`src/rtl/adc_paddle_filter.sv`:
```
// Paddle position conditioner for a dual-slope ADC: edge-detects conversions,
// keeps a 2^AVG_LOG2 moving average, clamps, applies hysteresis and flags stalls.
module adc_paddle_filter #(
  parameter int AVG_LOG2 = 2,
  parameter int HYST     = 2,
  parameter int POS_MIN  = 16,
  parameter int POS_MAX  = 239,
  parameter int TIMEOUT  = 1024
) (
  input  logic       clk,
  input  logic       reset_n,
  input  logic       select_v_ref,
  input  logic [7:0] digit_val,
  output logic [7:0] paddle_pos,
  output logic       pos_valid,
  output logic       primed,
  output logic       stale
);

  localparam int N  = 1 << AVG_LOG2;
  localparam int SW = 8 + AVG_LOG2;
  localparam int PW = (AVG_LOG2 > 0) ? AVG_LOG2 : 1;
  localparam int CW = AVG_LOG2 + 1;

  localparam logic [7:0]    MIN8     = 8'(POS_MIN);
  localparam logic [7:0]    MAX8     = 8'(POS_MAX);
  localparam logic [7:0]    MID8     = 8'((POS_MIN + POS_MAX) / 2);
  localparam logic [8:0]    HYST9    = 9'(HYST);
  localparam logic [15:0]   TMO16    = 16'(TIMEOUT);
  localparam logic [PW-1:0] LAST_PTR = PW'(N - 1);
  localparam logic [CW-1:0] LAST_CNT = CW'(N - 1);

  typedef enum logic {FILL = 1'b0, RUN = 1'b1} state_t;

  state_t            state_r, state_nxt_s;
  logic              sel_d_r;
  logic              done_s;
  logic [7:0]        sample_r;
  logic              s1_vld_r;
  logic [7:0]        ring_r [N];
  logic [SW-1:0]     sum_r, sum_nxt_s;
  logic [7:0]        old_s;
  logic [PW-1:0]     wr_ptr_r;
  logic [CW-1:0]     fill_cnt_r;
  logic              last_fill_s;
  logic              cand_vld_r;
  logic              have_pos_r;
  logic [7:0]        avg_s, cand_s;
  logic signed [8:0] diff_s;
  logic [8:0]        mag_s;
  logic              rail_s, upd_s;
  logic [15:0]       tmo_cnt_r, tmo_nxt_s;
  logic [7:0]        paddle_pos_r;
  logic              pos_valid_r, primed_r, stale_r;

  assign done_s = sel_d_r & ~select_v_ref;

  // Averaging datapath: entry being overwritten counts as zero until the ring is full.
  always_comb begin
    old_s       = (state_r == FILL) ? 8'd0 : ring_r[wr_ptr_r];
    sum_nxt_s   = sum_r - SW'(old_s) + SW'(sample_r);
    last_fill_s = (state_r == FILL) && (fill_cnt_r == LAST_CNT);
  end

  // Fill/run next-state logic.
  always_comb begin
    state_nxt_s = state_r;
    case (state_r)
      FILL: begin
        if (s1_vld_r && (fill_cnt_r == LAST_CNT)) state_nxt_s = RUN;
        else                                      state_nxt_s = FILL;
      end
      RUN:     state_nxt_s = RUN;
      default: state_nxt_s = FILL;
    endcase
  end

  // Candidate: floor average, clamped before the hysteresis compare.
  always_comb begin
    avg_s = 8'(sum_r >> AVG_LOG2);
    if (avg_s < MIN8)      cand_s = MIN8;
    else if (avg_s > MAX8) cand_s = MAX8;
    else                   cand_s = avg_s;
    diff_s = $signed({1'b0, cand_s}) - $signed({1'b0, paddle_pos_r});
    mag_s  = diff_s[8] ? 9'(-diff_s) : 9'(diff_s);
    rail_s = ((cand_s == MIN8) || (cand_s == MAX8)) && (cand_s != paddle_pos_r);
    upd_s  = cand_vld_r && (!have_pos_r || (mag_s > HYST9) || rail_s);
  end

  // Saturating stall counter; stale mirrors counter == TIMEOUT.
  always_comb begin
    if (done_s)                  tmo_nxt_s = 16'd0;
    else if (tmo_cnt_r == TMO16) tmo_nxt_s = tmo_cnt_r;
    else                         tmo_nxt_s = tmo_cnt_r + 16'd1;
  end

  // Conversion-complete edge detect and S1 sample capture.
  always_ff @(posedge clk or negedge reset_n) begin
    if (!reset_n) begin
      sel_d_r  <= 1'b0;
      s1_vld_r <= 1'b0;
      sample_r <= 8'd0;
    end else begin
      sel_d_r  <= select_v_ref;
      s1_vld_r <= done_s;
      if (done_s) sample_r <= digit_val;
    end
  end

  // S2: ring buffer, running sum, pointer, fill count and primed flag.
  always_ff @(posedge clk or negedge reset_n) begin
    if (!reset_n) begin
      for (int i = 0; i < N; i++) ring_r[i] <= 8'd0;
      sum_r      <= '0;
      wr_ptr_r   <= '0;
      fill_cnt_r <= '0;
      primed_r   <= 1'b0;
      cand_vld_r <= 1'b0;
    end else begin
      cand_vld_r <= s1_vld_r && ((state_r == RUN) || last_fill_s);
      if (s1_vld_r) begin
        ring_r[wr_ptr_r] <= sample_r;
        sum_r            <= sum_nxt_s;
        wr_ptr_r         <= (wr_ptr_r == LAST_PTR) ? PW'(0) : wr_ptr_r + PW'(1);
        if (state_r == FILL) fill_cnt_r <= fill_cnt_r + CW'(1);
        if (last_fill_s)     primed_r   <= 1'b1;
      end
    end
  end

  // Fill/run state register.
  always_ff @(posedge clk or negedge reset_n) begin
    if (!reset_n) state_r <= FILL;
    else          state_r <= state_nxt_s;
  end

  // S3: publish position; the first candidate after priming is taken unconditionally.
  always_ff @(posedge clk or negedge reset_n) begin
    if (!reset_n) begin
      paddle_pos_r <= MID8;
      pos_valid_r  <= 1'b0;
      have_pos_r   <= 1'b0;
    end else begin
      pos_valid_r <= upd_s;
      if (upd_s) begin
        paddle_pos_r <= cand_s;
        have_pos_r   <= 1'b1;
      end
    end
  end

  // Stall timer and stale flag.
  always_ff @(posedge clk or negedge reset_n) begin
    if (!reset_n) begin
      tmo_cnt_r <= 16'd0;
      stale_r   <= 1'b0;
    end else begin
      tmo_cnt_r <= tmo_nxt_s;
      stale_r   <= (tmo_nxt_s == TMO16);
    end
  end

  assign paddle_pos = paddle_pos_r;
  assign pos_valid  = pos_valid_r;
  assign primed     = primed_r;
  assign stale      = stale_r;

endmodule

```
`config.mk`:
```
export PLATFORM = sky130hd
export DESIGN_NAME = adc_paddle_filter
export DESIGN_NICKNAME = d
export VERILOG_FILES = /design/src/rtl/adc_paddle_filter.sv
export SDC_FILE = /design/constraint.sdc
export NUM_CORES = 1
export LEC_CHECK = 0
export CAP_MARGIN = 25
export CORE_ASPECT_RATIO = 1.5
export CORE_MARGIN = 3
export CORE_UTILIZATION = 41
export CTS_BUF_LIST = sky130_fd_sc_hd__clkbuf_8 sky130_fd_sc_hd__clkbuf_16
export CTS_CLUSTER_SIZE = 25
export DETAILED_ROUTE_END_ITERATION = 8
export GPL_TIMING_DRIVEN = 0
export PLACE_DENSITY = 0.68
export REMOVE_ABC_BUFFERS = 1
export SETUP_SLACK_MARGIN = 0.02
export SLEW_MARGIN = 25
export SYNTH_ARGS = -nofsm -noshare
export SYNTH_HDL_FRONTEND = slang
export SYNTH_SLANG_ARGS = --single-unit
```
`constraint.sdc`:
```
create_clock -name clk -period 7.1 [get_ports clk]
set_input_delay 1.42 -clock clk [delete_from_list [all_inputs] [get_ports clk]]
set_output_delay 1.42 -clock clk [all_outputs]
set_load 0.05 [all_outputs]
```
**Yosys cells after proc, flatten, opt, wreduce, memory -nomap -nowiden**

Cells that the tools add are included.

- Equality and inequality tests: 7
- Bitwise gates (word level): 4
- Reductions and logical operators: 13
- $add $sub $neg: 7
- Order comparisons: 5
- Muxes and demuxes: 15

Operator list:

| cell | count |
|---|---|
| 8-bit 2-to-1 mux | 6 |
| 32-bit bitwise mux | 1 |
| 16-bit by 11-bit equality test with 1-bit output (second input constant) | 2 |
| 16-bit 2-to-1 mux | 2 |
| 16-bit by 1-bit adder with 16-bit output (second input constant) | 1 |
| 8-bit binary-select mux with 2-bit select | 1 |
| 8-bit demux with 2-bit select | 1 |
| 10-bit by 8-bit adder with 10-bit output | 1 |
| 10-bit by 8-bit subtractor with 10-bit output | 1 |
| 9-bit by 2-bit greater-than comparator with 1-bit output (second input constant) | 1 |
| 9-bit 2-to-1 mux | 1 |
| 9-bit negation | 1 |
| 8-bit by 8-bit subtractor with 9-bit output | 1 |
| 8-bit by 5-bit equality test with 1-bit output (second input constant) | 1 |
| 8-bit equality test (second input constant) | 1 |
| 8-bit greater-than comparator (second input constant) | 1 |
| 8-bit by 5-bit < comparator with 1-bit output (second input constant) | 1 |
| 8-bit != test | 1 |
| 1-bit logical AND | 6 |
| 1-bit logical OR | 4 |
| 2-bit AND reduction | 2 |
| 3-bit by 1-bit adder with 3-bit output (second input constant) | 1 |
| 3-bit by 2-bit equality test with 1-bit output (second input constant) | 1 |
| 3-bit greater-or-equal comparator (second input constant) | 1 |
| 10 further kinds | 11 |

- Input bits: 11
- Output and inout bits: 11
- Bits in registers: 87
- Logic and storage cells: 69

**Depth between registers and ports, before layout**

- Depth in word-level cells: 10
- Mapped depth: 17
- Depth with buffers taken out: 17

**Worst setup path before layout**

Ideal clock, no wire load.

- Path kind: register to register
- Start: register sum_r[8]
- End: register paddle_pos_r[7], in the netlist paddle_pos[7]
- Stages on the path, launching flop included: 16
- Slack: 3312 ps
- Arrival time: 3663 ps
- Path buffers: 0
- Setup time: 125 ps
- Required time: 6975 ps
- Clock period less this slack: 3788 ps
- Cells stage by stage: dfrtp_1 -> inv_1 -> ha_1 -> nand2b_1 -> o21ai_0 -> and2_1 -> ha_1 -> inv_1 -> fa_1 -> xnor2_1 -> and3_1 -> mux2i_4 -> o41ai_2 -> a31oi_1 -> o31ai_4 -> mux2_2

- Longest elaborated chain between the ends: 10
- Elaborated cells on any way between the ends: 16
- Those cells by class: add/sub (2); order compare (3); eq/ne (3); mux (3); reduce/logical (5)

RTL lines:

| element | line | source |
|---|---|---|
| from (decl) | 41 | `logic [SW-1:0] sum_r, sum_nxt_s;` |
| from (signal assigned) | 123 | `sum_r <= sum_nxt_s;` |
| 8-bit greater-than comparator | 82 | `else if (avg_s > MAX8) cand_s = MAX8;` |
| 8-bit 2-to-1 mux | 82 |  |
| 8-bit 2-to-1 mux * | 81 | `if (avg_s < MIN8) cand_s = MIN8;` |
| 8-bit by 8-bit subtractor with 9-bit output | 84 | `diff_s = $signed({1'b0, cand_s}) - $signed({1'b0, paddle_pos_r});` |
| 9-bit negation | 85 | `mag_s = diff_s[8] ? 9'(-diff_s) : 9'(diff_s);` |
| 9-bit 2-to-1 mux | 85 |  |
| 9-bit by 2-bit greater-than comparator with 1-bit output | 87 | `upd_s = cand_vld_r && (!have_pos_r \|\| (mag_s > HYST9) \|\| rail_s);` |
| 1-bit logical OR (2 in a row) | 87 |  |
| 1-bit logical AND | 87 |  |
| to (signal assigned) | 146 | `paddle_pos_r <= cand_s;` |
| to (decl) | 53 | `logic [7:0] paddle_pos_r;` |

Mark *: on every way between the ends. The rest lies on a longest branch, timed or not.
A chain may end at the register's enable or synchronous reset.

**Worst setup path after layout**

Same ends and word-level chain as after synthesis.

==> results.md <==
* Largest delay contributor family on the critical path: compound AO/OA/AOI/OAI gates
* Post-synth cell types at 61
* Vias in the first global route at 3868
* Synth Register Bits at 87
* Worst-Margin Slew at 0.892 ns
* Final Hold Fails at 0
* Via Count at 3757
* Dpl hpwl at 7.36 mm
* DR iter-0 viols at 121
* First-pass GRT wire length at 17.4 mm
* Unrepaired setup endpoints after global routing: false
* Top_reg_cell synth: dfrtp_1
* Row Count at 49
* H-tree lvl count at 3
* Part of the cycle the worst path needs at 62.0%
* Clock tree from TritonCTS: built
* CTS Hold Buffers Added at 0
* Die X at 98.2 um
* Setup ws final at 2.70 ns
* EDFF count, synth at 0
* Synth-to-Final Area Change at 12.9%
* Most frequent cells in the layout: dfrtp_1, inv_1, nand2_1
* Mapped Area at 5230 um2
* Core box area at 12200 um2
* Pre-Repair DR Iteration Count at 4
* Via-to-Cell Ratio at 5.29
* Synthesis Warnings at 0
* Drt total wl at 9.96 mm
* Initial antenna violation count at 0
* Clock skew at 0.00480 ns
* Setup_tns at 0 ns
* Minimum clock period at 4.40 ns
* Critical Path RT at 7.32 ns
* Crit. End Element: flip-flop
* Routability cong. at 0.803
* Worst EP arrival at 4.62 ns
* Fmax at 0.227 GHz
* Initial Utilization at 42.8%
* Post-cts resize count at 0
* Critical Path Start Type: flip-flop
* Final #Nets at 603
* Pins Over Slew Limit at 0
* Largest fanout on the critical path at 10
* Reg clk slew, reported paths at 0.06 ns
* Place WS at 2.74 ns
* Die height at 144 um
* Grt ovf at 0
* Layout cells sized above 1 at 10.1%
* Final setup viols at 0
* Critical path, cell by cell: inv_1 > ha_1 > nand2b_1 > o21ai_0 > and2_1 > ha_1 > inv_1 > fa_1 > xnor2_1 > nand4_1 > mux2i_1 > nor2b_1 > o32ai_1 > o2111ai_1 > o31ai_4 > mux2_2
* WS Path Type: reg2reg
* CTS Buf Count at 9
* Detail Route Antenna Nets at 0
* Io pins at 22
* CTS max path bufs at 2
* Clk root buf: clkbuf_16
* MaxCap Viol Count at 0
* Fillers at 1136
* Mapped Cells at 541
* Port bufs at 21
* # clock sinks at 87
* Wire length per cell at 14.0 um
* Syn Area/Cell at 9.66 um2
* Async set-reset flop share out of synthesis at 100%
* Die area at 14200 um2
* CP max stage delay at 0.56 ns
* Worst-Skew Late Latency at 0.33 ns
* Sequential area share after synthesis at 41.8%
* Min-delay worst type: reg2reg
* GRT Util Overall at 14.9%
* # Post-CTS Setup Buffers at 0
* Max-slew headroom at 40.5%
* CP max stage cell: o31ai_4
* Status: finished, final reports clean
* DRC violations left at 0
* WP buf/inv at 2
* Largest net degree at the start of global routing at 50
* Ant diodes at 0
* Commonest non-fill, non-tap cell in the layout: dfrtp_1
## cells by family (layout without fill, tap and decap cells)
logic type               Yosys count  after routing  share of synthesized area, %
multiplexers                      32             32                          8.62
XOR/XNOR                          24             24                          4.02
AO/OA/AOI/OAI                    101            101                          11.8
AND/OR/NAND/NOR                  173            173                          16.6
adder cells (fa/ha/maj)           40             40                          10.9
buffers and inverters             84            100                          6.30
flip-flops                        87             87                          41.8
## routing by layer
layer / share of wire (%) / GRT usage, % / vias to the layer above
li1: - / - / 1867
met1: 41 / 16.5 / 1808
met2: 54 / 28.7 / 70
met3: 3.1 / 2.08 / 12
met4: 1.6 / 5.76 / 0
met5: 0 / 0 / -
## final cells by class
| type | instances | area (um2) | area share [%] |
|---|---|---|---|
| inverter | 62 | 233 | 3.95 |
| clock inverter | 4 | 76.3 | 1.29 |
| multi-input combinational | 370 | 2720 | 46.1 |
| timing repair buffer | 22 | 228 | 3.86 |
| tap | 153 | 191 | 3.25 |
| sequential | 87 | 2190 | 37.1 |
| clock buffer | 12 | 267 | 4.52 |
## through the flow
stage          util (%)  cell area [um2]  cells  hold WS [ns]
6_report           48.3             5900    710         0.463
5_1_grt            48.3             5900    710         0.490
4_1_cts            48.3             5900    710         0.467
3_5_place_dp       45.5             5560    694         0.452
3_3_place_gp       45.3             5530    693         0.437
2_1_floorplan         -             5130    519         0.426
## synthesized netlist by cell type, drive strengths merged (4+ instances only)
cell	n	area (um2)
buf	6	36.3
nand2b	6	37.5
mux2i	10	113
nor2	31	116
xnor2	15	131
nor4	4	25.0
a21oi	16	83.8
nor3	12	70.1
mux2	14	158
nand3	11	55.1
fa	9	180
o21ai	59	295
xor2	9	78.8
inv	62	233
a31oi	5	31.3
nand4	9	56.3
dfstp	7	184
nand2	60	225
dfrtp	80	2000
nor2b	7	43.8
clkbuf	16	60.1
and3	4	25.0
ha	31	388
nand3b	4	30.0
and2	12	75.1
mux4	8	180
## worst paths after layout
check / endpoint / depth (start not counted) / start / slack (ns)
worst max-delay path: paddle_pos[7] / 16 / sum_r[8] / 2.70
worst min-delay path: have_pos_r / 2 / have_pos_r / 0.46
worst max register to register: paddle_pos[7] / 16 / sum_r[8] / 2.70
worst min register to register: have_pos_r / 2 / have_pos_r / 0.46
max in group asynchronous: wr_ptr_r[0] / 2 / reset_n / 5.36
min in group asynchronous: tmo_cnt_r[3] / 1 / reset_n / 1.10
## registers in the layout, indices dropped and copies added (netlist names)
signal	count
sel_d_r	1
have_pos_r	1
paddle_pos	8
state_r	1
cand_vld_r	1
ring_r	32
stale	1
sum_r	10
primed	1
fill_cnt_r	3
sample_r	8
s1_vld_r	1
wr_ptr_r	2
tmo_cnt_r	16
pos_valid	1
## worst min-delay path: stages, from the launching register on
cell	delay, ns
dfrtp_1	0.34
inv_1	0.04
nand2_1	0.05
Power is not shown: default switching activity piles up to over one toggle a cycle in this logic, so the estimate is an artifact.
